## config.mk

```make
export PLATFORM = sky130hd
export DESIGN_NAME = debounce_multi
export DESIGN_NICKNAME = d
export VERILOG_FILES = /design/src/rtl/debounce_pkg.sv /design/src/rtl/debounce_channel.sv /design/src/rtl/debounce_multi.sv
export SDC_FILE = /design/constraint.sdc
export NUM_CORES = 1
export LEC_CHECK = 0
export ABC_AREA = 1
export CAP_MARGIN = 0
export CELL_PAD_IN_SITES_DETAIL_PLACEMENT = 1
export CELL_PAD_IN_SITES_GLOBAL_PLACEMENT = 1
export CORE_AREA = 2 2 83 85
export DETAILED_ROUTE_END_ITERATION = 16
export DIE_AREA = 0 0 85 87
export GPL_TIMING_DRIVEN = 0
export PLACE_DENSITY_LB_ADDON = 0.1
export SYNTH_ARGS = -nofsm -noshare
export SYNTH_HDL_FRONTEND = slang
export SYNTH_SLANG_ARGS = --single-unit
```

## constraint.sdc

```tcl
create_clock -name clock -period 2 [get_ports clock]
set_input_delay 0.5 -clock clock [delete_from_list [all_inputs] [get_ports clock]]
set_output_delay 0.5 -clock clock [all_outputs]
set_load 0.02 [all_outputs]
```

## src/rtl/debounce_pkg.sv

```systemverilog
// Shared constants and helpers for the multi-channel button/switch debouncer.
package debounce_pkg;

    // Sample-tick prescaler values for a 10 ms tick on common board clocks.
    localparam int TICK_DIV_50MHZ   = 500000;
    localparam int TICK_DIV_100MHZ  = 1000000;
    localparam int TICK_DIV_DEFAULT = TICK_DIV_50MHZ;

    // Raw pin level of a released button for each polarity.
    localparam logic IDLE_ACTIVE_LOW  = 1'b1;
    localparam logic IDLE_ACTIVE_HIGH = 1'b0;

    // Ceiling log2; clog2(1) = 0.
    function automatic int clog2(input int value);
        int result;
        int rem;
        result = 0;
        rem    = value - 1;
        while (rem > 0) begin
            result = result + 1;
            rem    = rem >> 1;
        end
        return result;
    endfunction

    function automatic logic idle_level(input logic active_low);
        return active_low ? IDLE_ACTIVE_LOW : IDLE_ACTIVE_HIGH;
    endfunction

endpackage

```

## src/rtl/debounce_channel.sv

```systemverilog
// One debounce lane: 2-flop synchroniser, stability counter, debounced
// level register and registered press/release pulses. Advances only on the
// shared sample tick, which is already gated by enable in the top level.
module debounce_channel
    import debounce_pkg::*;
#(
    parameter int STABLE_TICKS = 4,
    parameter int ACTIVE_LOW   = 1
) (
    input  logic clock,
    input  logic reset_n,
    input  logic tick,
    input  logic raw,
    output logic level,
    output logic press_pulse,
    output logic release_pulse
);

    localparam int             CW   = clog2(STABLE_TICKS) + 1;
    localparam logic [CW-1:0]  LAST = CW'(STABLE_TICKS - 1);
    localparam logic           IDLE = idle_level(ACTIVE_LOW != 0);

    logic          sync_0;
    logic          sync_1;
    logic          lvl;
    logic          prev;
    logic [CW-1:0] stable_cnt;

    // Bring the raw pin into the clock domain; reset to the released level.
    always_ff @(posedge clock or negedge reset_n) begin
        if (!reset_n) begin
            sync_0 <= IDLE;
            sync_1 <= IDLE;
        end else begin
            sync_0 <= raw;
            sync_1 <= sync_0;
        end
    end

    assign lvl = (ACTIVE_LOW != 0) ? ~sync_1 : sync_1;

    // On each tick: agreement clears the count, STABLE_TICKS disagreements flip the level.
    always_ff @(posedge clock or negedge reset_n) begin
        if (!reset_n) begin
            stable_cnt <= '0;
            level      <= 1'b0;
        end else if (tick) begin
            if (lvl == level) begin
                stable_cnt <= '0;
            end else if (stable_cnt == LAST) begin
                level      <= lvl;
                stable_cnt <= '0;
            end else begin
                stable_cnt <= stable_cnt + CW'(1);
            end
        end
    end

    // Edge pulses, one clock after the debounced level changes.
    always_ff @(posedge clock or negedge reset_n) begin
        if (!reset_n) begin
            prev          <= 1'b0;
            press_pulse   <= 1'b0;
            release_pulse <= 1'b0;
        end else begin
            prev          <= level;
            press_pulse   <= level & ~prev;
            release_pulse <= ~level & prev;
        end
    end

endmodule

```

## src/rtl/debounce_multi.sv

```systemverilog
// Multi-channel button/switch conditioner. A single prescaler produces the
// sample tick shared by every channel; each channel debounces independently.
module debounce_multi
    import debounce_pkg::*;
#(
    parameter int CHANNELS     = 4,
    parameter int TICK_DIV     = TICK_DIV_DEFAULT,
    parameter int STABLE_TICKS = 4,
    parameter int ACTIVE_LOW   = 1
) (
    input  logic                clock,
    input  logic                reset_n,
    input  logic [CHANNELS-1:0] pb,
    input  logic                enable,
    output logic [CHANNELS-1:0] pb_debounced,
    output logic [CHANNELS-1:0] pb_press,
    output logic [CHANNELS-1:0] pb_release,
    output logic                tick
);

    localparam int            PW = clog2(TICK_DIV);
    localparam logic [PW-1:0] TC = PW'(TICK_DIV - 1);

    logic [PW-1:0] pre_cnt;

    // Tick is combinational so it lines up with the terminal count and drops with enable.
    assign tick = enable & (pre_cnt == TC);

    // Prescaler: 0..TICK_DIV-1 while enabled, frozen otherwise.
    always_ff @(posedge clock or negedge reset_n) begin
        if (!reset_n) begin
            pre_cnt <= '0;
        end else if (enable) begin
            pre_cnt <= (pre_cnt == TC) ? '0 : pre_cnt + PW'(1);
        end
    end

    for (genvar ch = 0; ch < CHANNELS; ch++) begin : g_chan
        debounce_channel #(
            .STABLE_TICKS (STABLE_TICKS),
            .ACTIVE_LOW   (ACTIVE_LOW)
        ) u_chan (
            .clock         (clock),
            .reset_n       (reset_n),
            .tick          (tick),
            .raw           (pb[ch]),
            .level         (pb_debounced[ch]),
            .press_pulse   (pb_press[ch]),
            .release_pulse (pb_release[ch])
        );
    end

endmodule
```

==> run_results.csv, run 1 <==
group,metric,value,unit
drt,routed_wl,6712,um
cells_and_area,seqCellArea,1396,um^2
setup_path,required,1.50,ns
logic_synthesis,synth_seq_area_share,0.4989,
global_route,grt_pass1_wl,11270,um
timing,setup_ws,-0.06168,ns
power,p_clk_frac,0.268,
status,status,"finished with violations",
logic_synthesis,syn_area,2779,um^2
drt,drc,0,
cells_and_area,n_fill_cell,793,
timing,skew,0.01429,ns
cells_and_area,multi_input_area,1145,um^2
power,power.density,734.2,nW/um^2
global_route,grt_overflow_total,0,
die,io_pins,20,
cells_and_area,nets,390,
timing,tightest_slew,0.7132,ns
power,switchingPower,815.0,uW
logic_synthesis,yosysWarnings,0,
placement,port_buffers,19,
drt,vias,2272,
cells_and_area,n_antenna_cell,0,
logic_synthesis,synth_top_area_share,0.4232,
die,num_rows,30,
power,combPwrFrac,0.214,
drt,vias_per_cell,4.950,
hold_path,hold_path_class,"in2async",
cells_and_area,area_growth,21.88,%
setup_path,cp.arrival,1.56,ns
logic_synthesis,synth_area_leaders,"dfrtp_1 (42%), nand2_1 (10%), dfstp_2 (7.6%), nor2_1 (7.0%), inv_1 (4.6%)",
setup_path,critPathLaunch,"pre_cnt[0]",
timing,timing.fmax,485.0,MHz
clock_tree,tritoncts,"done",
timing,finalSetupViolations,1,
setup_path,timing.rr.start,"pre_cnt[0]",
placement,gp_congestion,0.8115,
logic_synthesis,postSynthAreaPerCell,8.345,um^2
logic_synthesis,synth_cell_types,31,
power,p_leak,0.001788,uW
global_route,grt_max_degree,30,
cells_and_area,drive_gt1_frac,0.2296,
die,initial_core_util,0.4230,
clock_tree,cts_buffer_depth,2,
placement,hpwl,4643,um
clock_tree,h-tree-depth,2,
timing,fin_crit_sh,1.031,
global_route,grt_pass1_vias,2388,
clock_tree,clockRootBuffer,"clkbuf_8",
clock_tree,cts_made_buffers,5,
die,die_x,85,um
drt,final_antenna_net_count,0,
logic_synthesis,synth_ff_type,"dfrtp_1",
power,seq_power_share,0.518,
clock_tree,cts.sinks,55,
logic_synthesis,synth-seq-cells,55,
timing,finalHoldViolCount,0,
setup_path,critical_path_class,"reg2out",
die,core_region_area,6569,um^2
power,vdd_drop_max,0.4794,mV
timing,max_slew_margin,0.5245,
die,fp.dieArea,7395,um^2
logic_synthesis,async_reset_ff_frac,1.000,
timing,slew_viol_final,0,
setup_path,cp-end-kind,"primary output",
drt,drt-pass1-iter-count,4,
global_route,grt_util_all_layers,0.1956,
timing,period_minus_slack,2.062,ns
logic_synthesis,synth_edf_count,0,
power,intPower,1672,uW
clock_tree,worstSkewPairLatency,0.32,ns
drt,drt-wirelength-per-cell,14.62,um
power,power,2487,uW
timing,rsz0062_at_grt,"true",
drt,drtIter0Drc,116,
setup_path,cp_max_fo,2,
setup_path,cp-start-kind,"register",
logic_synthesis,syn_nets,345,
logic_synthesis,synthCells,333,
placement,placed_cells,433,
logic_synthesis,synth_top_cell_by_area,"dfrtp_1",
power,p_sw_frac,0.3277,
global_route,antenna_found_initial,0,
clock_tree,clkTransAtPathRegs,0.12,ns
die,die_h,87,um
flow_run,maxCapViolCount,0,
status,violations,"negative setup slack",
cells_and_area,stdcell_count,459,
==> cell usage after synthesis, drive strengths merged (5+ instances only) <==
library cell and n:
nand2 79, nor2 60, dfrtp 47, inv 41
nand3 27, buf 18, nor3 13, xor2 9
dfstp 8, o21ai 8, nand4 7, ha 5
==> cells in the final DEF, fill, tap and decap left out, types with 3 or more instances in the layout <==
cell type        netlist  routed
buf_6                  1       3
nand3_4                2       3
inv_2                  7       6
nor2_1                52      51
dfstp_2                8       8
dfrtp_1               47      39
inv_1                 34      34
nand4_1                7       7
buf_4                 13      32
nor2_2                 6       5
o21ai_0                4       4
dfrtp_2                0       8
ha_1                   5       4
clkbuf_8               0       5
nand3_1               24      24
o21ai_1                4       4
nor2_4                 1       3
nand2_1               76      76
clkdlybuf4s50_1        0      14
dlymetal6s2s_1         0       3
xor2_1                 9       9
nor3_1                12      12
==> worst paths after layout <==
path	endpoint	cells past startpoint	slack (ns)
setup / recovery	tick	6	-0.06
hold / removal	pre_cnt[13]	1	0.22
setup reg to reg	g_chan[2].u_chan.stable_cnt[2]	10	0.19
hold reg to reg	g_chan[2].u_chan.sync_1	0	0.36
max in group asynchronous	g_chan[1].u_chan.sync_1	2	1.12
min in group clock	g_chan[2].u_chan.sync_1	0	0.36
==> through the flow <==
stage	hold slack (ns)	TNS (ns)	worst slack (ns)	area [um^2]	util
floorplan	0.2044	0	0.2444	2779	-
global placement	0.3471	-70.88	-1.333	3069	0.4672
detailed placement	0.3479	-2.528	-1.124	3084	0.4695
CTS	0.2362	-0.09458	-0.09458	3288	0.5006
global route	0.2650	-0.1075	-0.1075	3387	0.5156
finish	0.2184	-0.06168	-0.06168	3387	0.5156
==> power by group through the flow <==
stage               logic, uW  clock network (uW)  registers [uW]
floorplan                 282                   0            1280
global placement          373                   0            1310
detailed placement        394                   0            1310
CTS                       482                 697            1290
global route              596                 731            1300
finish                    532                 667            1290
==> kinds of logic (layout without fill, tap and decap cells) <==
group	Yosys count	after routing	synth area share
AND/OR/NAND/NOR	188	188	0.3120
buffers and inverters	60	106	0.1031
flip-flops	55	55	0.4989
AO/OA/AOI/OAI	14	14	0.02881
XOR/XNOR	11	11	0.03467
adder cells (fa/ha/maj)	5	5	0.02251
==> worst max-delay path: stages (launching register included) <==
cell     delay [ns]
dfrtp_1        0.43
ha_4           0.18
nand3_4        0.09
inv_4          0.09
nand3_4        0.08
nor3_4         0.21
buf_6          0.16
==> flip-flops by register name (all words and copies together) (netlist names) <==
name	count
g_chan.u_chan.press_pulse	4
g_chan.u_chan.sync_0	4
g_chan.u_chan.level	4
g_chan.u_chan.sync_1	4
pre_cnt	19
g_chan.u_chan.release_pulse	4
g_chan.u_chan.stable_cnt	12
g_chan.u_chan.prev	4
==> area by class of cell <==
class / count / share of cell area
well taps: 80 / 0.02955
flip-flops and latches: 55 / 0.4123
repair buffers: 38 / 0.1031
plain buffers: 19 / 0.04248
clock buffers: 5 / 0.02032
inverters: 41 / 0.04618
multi-input cells: 218 / 0.3380
clock inverters: 3 / 0.008127
==> routing by layer <==
metal | up-vias | track usage | routed length [um]
met1 | 1123 | 0.2624 | 3157
met2 | 30 | 0.3310 | 3286
li1 | 1113 | - | -
met5 | - | 0 | 0
met4 | 0 | 0.05195 | 74
met3 | 6 | 0.03128 | 193
==> repair_timing <==
| item | in CTS | in global routing |
|---|---|---|
| endpoints found under the setup margin | 4 | 4 |
| setup buffers | 8 | 10 |
| pin swaps | 2 | 3 |
| gates resized for setup | 19 | 11 |
| hold buffers | 0 | 0 |
Power figures use the tool's default switching activity.
==> inputs of run 2 (changes only) <==
- SKIP_LAST_GASP: default -> 1
==> results of run 2 <==
Same layout as run 1: the final DEF is identical, and so are final timing and power.
==> variant 1: new RTL, flow settings as in run 2 <==
Compare `stable_cnt` against `LAST` with >= in place of ==.
--- a/src/rtl/debounce_channel.sv
+++ b/src/rtl/debounce_channel.sv
@@ -47,7 +47,7 @@
         end else if (tick) begin
             if (lvl == level) begin
                 stable_cnt <= '0;
-            end else if (stable_cnt == LAST) begin
+            end else if (stable_cnt >= LAST) begin
                 level      <= lvl;
                 stable_cnt <= '0;
             end else begin
Formal check against the unedited RTL: same outputs for any inputs over 10 cycles, from zero or initial values and one cycle with reset_n low; that may be too few to reach the edited logic, so the function may still have changed.
==> variant 1 against run 2 <==
  * The flow still finishes with violations (setup timing)
  * Wire length is 7.7% higher
  * Critical path depth is 2 higher
  * Power is 0.46% higher
  * Synthesized area is 5.1% higher
  * Via count is 9.7% higher
  * Maximum frequency is 2.8% higher
  * Register-to-register slack better by 170 ps
  * Sequential cell count stayed put
  * Final area is 5.2% higher
  * Setup slack better by 56 ps
  * Largest cell class unchanged
  * Largest power group unchanged
==> variant 1: results (changes against run 2) <==
Layout
  • Nets: 439 (was 390)
  • Share of cells above drive strength 1: 22.4% (was 23.0%)
  • Fillers: 814 (was 793)

STA
  • Setup ws final: -6.13 ps (was -61.7 ps)
  • Final hold slack: 197 ps (was 218 ps)
  • Rel. slew slack: 57.1% (was 52.5%)
  • Worst Skew: 15.8 ps (was 14.3 ps)
  • Final setup vio count: 1 (unchanged)

Placed design
  • Placement Setup Slack: -681 ps (was -1120 ps)
  • Cell Area, Placed: 3230 um2 (was 3080 um2)
  • Routability cong.: 0.811 (was 0.812)
  • DP HPWL: 4.94 mm (was 4.64 mm)

Synthesis
  • Syn nets: 389 (was 345)
  • Top post-synthesis cells by count: 104 x nand2_1, 56 x nor2_1, 50 x inv_1 (was 76 x nand2_1, 52 x nor2_1, 47 x dfrtp_1)
  • Synth Area in XOR/XNOR: 1.50% (was 3.47%)
  • Compound-Gate Fraction of Synth Area: 3.98% (was 2.88%)
  • Post-synthesis adder-cell area fraction: 3.85% (was 2.25%)
  • Sequential share of the synthesized area: 47.5% (was 49.9%)
  • Distinct cells, synth: 26 (was 31)

GRT
  • Vias in the first global route: 2,524 (was 2,388)
  • Met2 usage: 36.2% (was 33.1%)
  • Total GRT Usage: 20.9% (was 19.6%)
  • First-pass GRT wire length: 12.1 mm (was 11.3 mm)

Detailed routing
  • Routed len/inst: 14.3 um (was 14.6 um)
  • WL met2: 3.75 mm (was 3.29 mm)
  • WL met3: 156 um (was 193 um)
  • Starting DRT DRC Count: 117 (was 116)
  • Via/cell ratio: 4.95 (about the same)
  • Wire length on met1: 3.16 mm (about the same)

Power and ir drop
  • Peak supply drop: 0.419 mV (was 0.479 mV)
  • Reg power frac: 50.9% (was 51.8%)
  • Clock share of power: 26.2% (was 26.8%)
  • Sw Share: 31.6% (was 32.8%)
  • Leakage: 1.83 nW (was 1.79 nW)

Status
  • Failing checks: setup timing (unchanged)
  • Outcome: finished, violations left (unchanged)

Critical path
  • Critical path peak fanout: 3 (was 2)
  • Reg2Reg Setup Slack: 360 ps (was 190 ps)
  • R2R cell count: 8 (was 10)
  • CP peak stage delay: 400 ps (was 430 ps)
  • Crit. Startpoint: pre_cnt[17]$_DFFE_PN0P_ (was pre_cnt[0]$_DFFE_PN0P_)
  • Worst R2R End: g_chan[3].u_chan.stable_cnt[0]$_DFFE_PN0P_ (was g_chan[2].u_chan.stable_cnt[2]$_DFFE_PN0N_)
  • R2r startpoint: pre_cnt[1]$_DFFE_PN0P_ (was pre_cnt[0]$_DFFE_PN0P_)
  • CP delay by family, top: simple AND/OR/NAND/NOR gates (was flip-flops)

CTS
  • Clk pin slew, worst setup/hold paths: 110 ps
## variant 1: timing repair
action | in CTS | in global routing
setup buffers | 18 | 5
endpoints found under the hold margin | 0 | 0
resized for setup | 23 | 9
setup endpoints to repair | 3 | 3
hold buffers | 0 | 0
pin swaps | 5 | 5
## variant 1: per-stage QoR
stage                     TNS [ps]  instances  utilization, %
after floorplan                  0        373               -
after global placement      -68110        472            48.9
after detailed placement     -1080        473            49.1
after CTS                    -40.7        499            53.4
after global routing         -80.0        504            54.2
final                        -6.13        504            54.2
## variant 1: area by class of cell
cell class / count / area share (%)
buffer: 17 / 3.76
clock buffer: 6 / 2.32
timing repair buffer: 43 / 10.6
inverter: 53 / 5.72
multi-input combinational: 248 / 35.1
sequential: 55 / 39.2
tap: 80 / 2.81
clock inverter: 2 / 0.456
==> variant 2: new RTL, settings of run 2 <==
Without the edit above. `TICK_DIV_50MHZ`: 500000 -> 250000.
--- a/src/rtl/debounce_pkg.sv
+++ b/src/rtl/debounce_pkg.sv
@@ -2,7 +2,7 @@
 package debounce_pkg;
 
     // Sample-tick prescaler values for a 10 ms tick on common board clocks.
-    localparam int TICK_DIV_50MHZ   = 500000;
+    localparam int TICK_DIV_50MHZ   = 250000;
     localparam int TICK_DIV_100MHZ  = 1000000;
     localparam int TICK_DIV_DEFAULT = TICK_DIV_50MHZ;
 
Formal check against the unedited RTL: no difference found for any inputs over 10 cycles, from zero or initial values and one cycle with reset_n low; that may be too few to reach the edited logic, so the function may still have changed.
==> variant 2 against run 2 <==
  * Synthesized area is 2.1% lower
  * First-iteration DRC count decreased by 47%
  * Wire length down 12%
  * Non-clock buffer count down 7
  * Clock power increased by 19%
  * Setup slack improved by 64 ps
  * Sequential cell count fell by 1
  * Power fell by 4.6%
  * Final area is 3.0% lower
  * Global-route usage is 2.0 points lower
  * Count of clock-buffer cells in the layout rose by 1
  * Critical path type unchanged
==> variant 2: results (changes against run 2) <==
Status
  • Outcome: complete, no violations (was finished, violations left)

Placed design
  • DP Cell Count: 421 (was 433)
  • DP HPWL: 4.29 mm (was 4.64 mm)
  • Routability cong.: 0.766 (was 0.812)
  • # port buffers: 18 (was 19)

Synthesis
  • Average size of a mapped cell: 8.45 um2 (was 8.35 um2)
  • Top post-synthesis cells by count: 59 x inv_1, 54 x nor2_1, 51 x nand2_1 (was 76 x nand2_1, 52 x nor2_1, 47 x dfrtp_1)
  • Syn nets: 334 (was 345)
  • Distinct cells, synth: 28 (was 31)

Detailed routing
  • Wire length on met1: 2.78 mm (was 3.16 mm)
  • Routed len/inst: 13.3 um (was 14.6 um)
  • Via/cell ratio: 4.73 (was 4.95)

GRT
  • Vias in the first global route: 2,193 (was 2,388)

Layout
  • Buffering overhead: 13.2% (was 14.6%)
  • Multi-input gates: 191 (was 218)
  • Clock-cell share of area: 3.69% (was 2.84%)
  • Clock buffer count: 6 (was 5)
  • Nets: 375 (was 390)
  • Multi-input gate area: 1030 um2 (was 1140 um2)
  • Fillers: 782 (was 793)

Critical path
  • R2R cell count: 8 (was 10)
  • Worst R2R End: pre_cnt[4]$_DFFE_PN0P_ (was g_chan[2].u_chan.stable_cnt[2]$_DFFE_PN0N_)
  • Reg2Reg Setup Slack: 370 ps (was 190 ps)
  • Critical path peak fanout: 3 (was 2)
  • R2r startpoint: pre_cnt[9]$_DFFE_PN0P_ (was pre_cnt[0]$_DFFE_PN0P_)

CTS
  • PostCTS Resize Cnt: 13 (was 19)
  • CTS Sinks: 54 (was 55)
  • Postcts setup bufs: 7 (was 8)

STA
  • Rel. slew slack: 66.5% (was 52.5%)

Power and ir drop
  • Peak supply drop: 0.404 mV (was 0.479 mV)
  • Leakage: 1.68 nW (was 1.79 nW)
==> variant 2: cell count changes after synthesis, sizes merged, moves of 3 or more <==
cell / change
and2: +3
nand3: -9
nor3: -8
buf: -3
a21oi: +7
nand4: +3
nand2: -25
inv: +19
o21ai: +5
==> variant 2: per-stage QoR <==
stage | instance area (um2) | util, % | hold WS [ps] | TNS (ps) | worst slack [ps]
6_report | 3290 | 50.0 | 142 | 0 | 2.82
5_1_grt | 3290 | 50.0 | 184 | -92.4 | -92.4
4_1_cts | 3200 | 48.7 | 155 | -23.3 | -23.3
3_5_place_dp | 3020 | 45.9 | 347 | -483 | -483
3_3_place_gp | 3000 | 45.7 | 346 | -64320 | -1270
2_1_floorplan | 2720 | - | 204 | 0 | 326
==> variant 2: per-layer routing <==
layer / up-vias / GRT usage (%)
li1: 1045 / -
met1: 1029 / 22.9
met2: 20 / 30.3
met3: 4 / 3.22
met4: 0 / 4.47
met5: - / 0
==> variant 2: cells by family (layout without fill, tap and decap cells) <==
kind of cell,after synthesis,in the layout,synth area share (%)
compound gates,22,22,5.15
xor+xnor,11,11,3.54
fa+ha+maj,5,5,2.30
buf+inv,77,119,13.0
flops,54,54,50.0
simple gates,153,153,26.0
==> variant 2: worst max-delay path by stage <==
stage | startpoint | end | slack, ps | cells after the start
after global routing | pre_cnt[1]$_DFFE_PN0P_ | tick | -90 | 8
after global placement | reset_n | g_chan[2].u_chan.level$_DFFE_PN0P_ | -1270 | 1
after detailed placement | enable | tick | -480 | 5
final | pre_cnt[1]$_DFFE_PN0P_ | tick | 3 | 8
after floorplan | enable | tick | 330 | 4
after CTS | pre_cnt[0]$_DFFE_PN0P_ | tick | -20 | 8
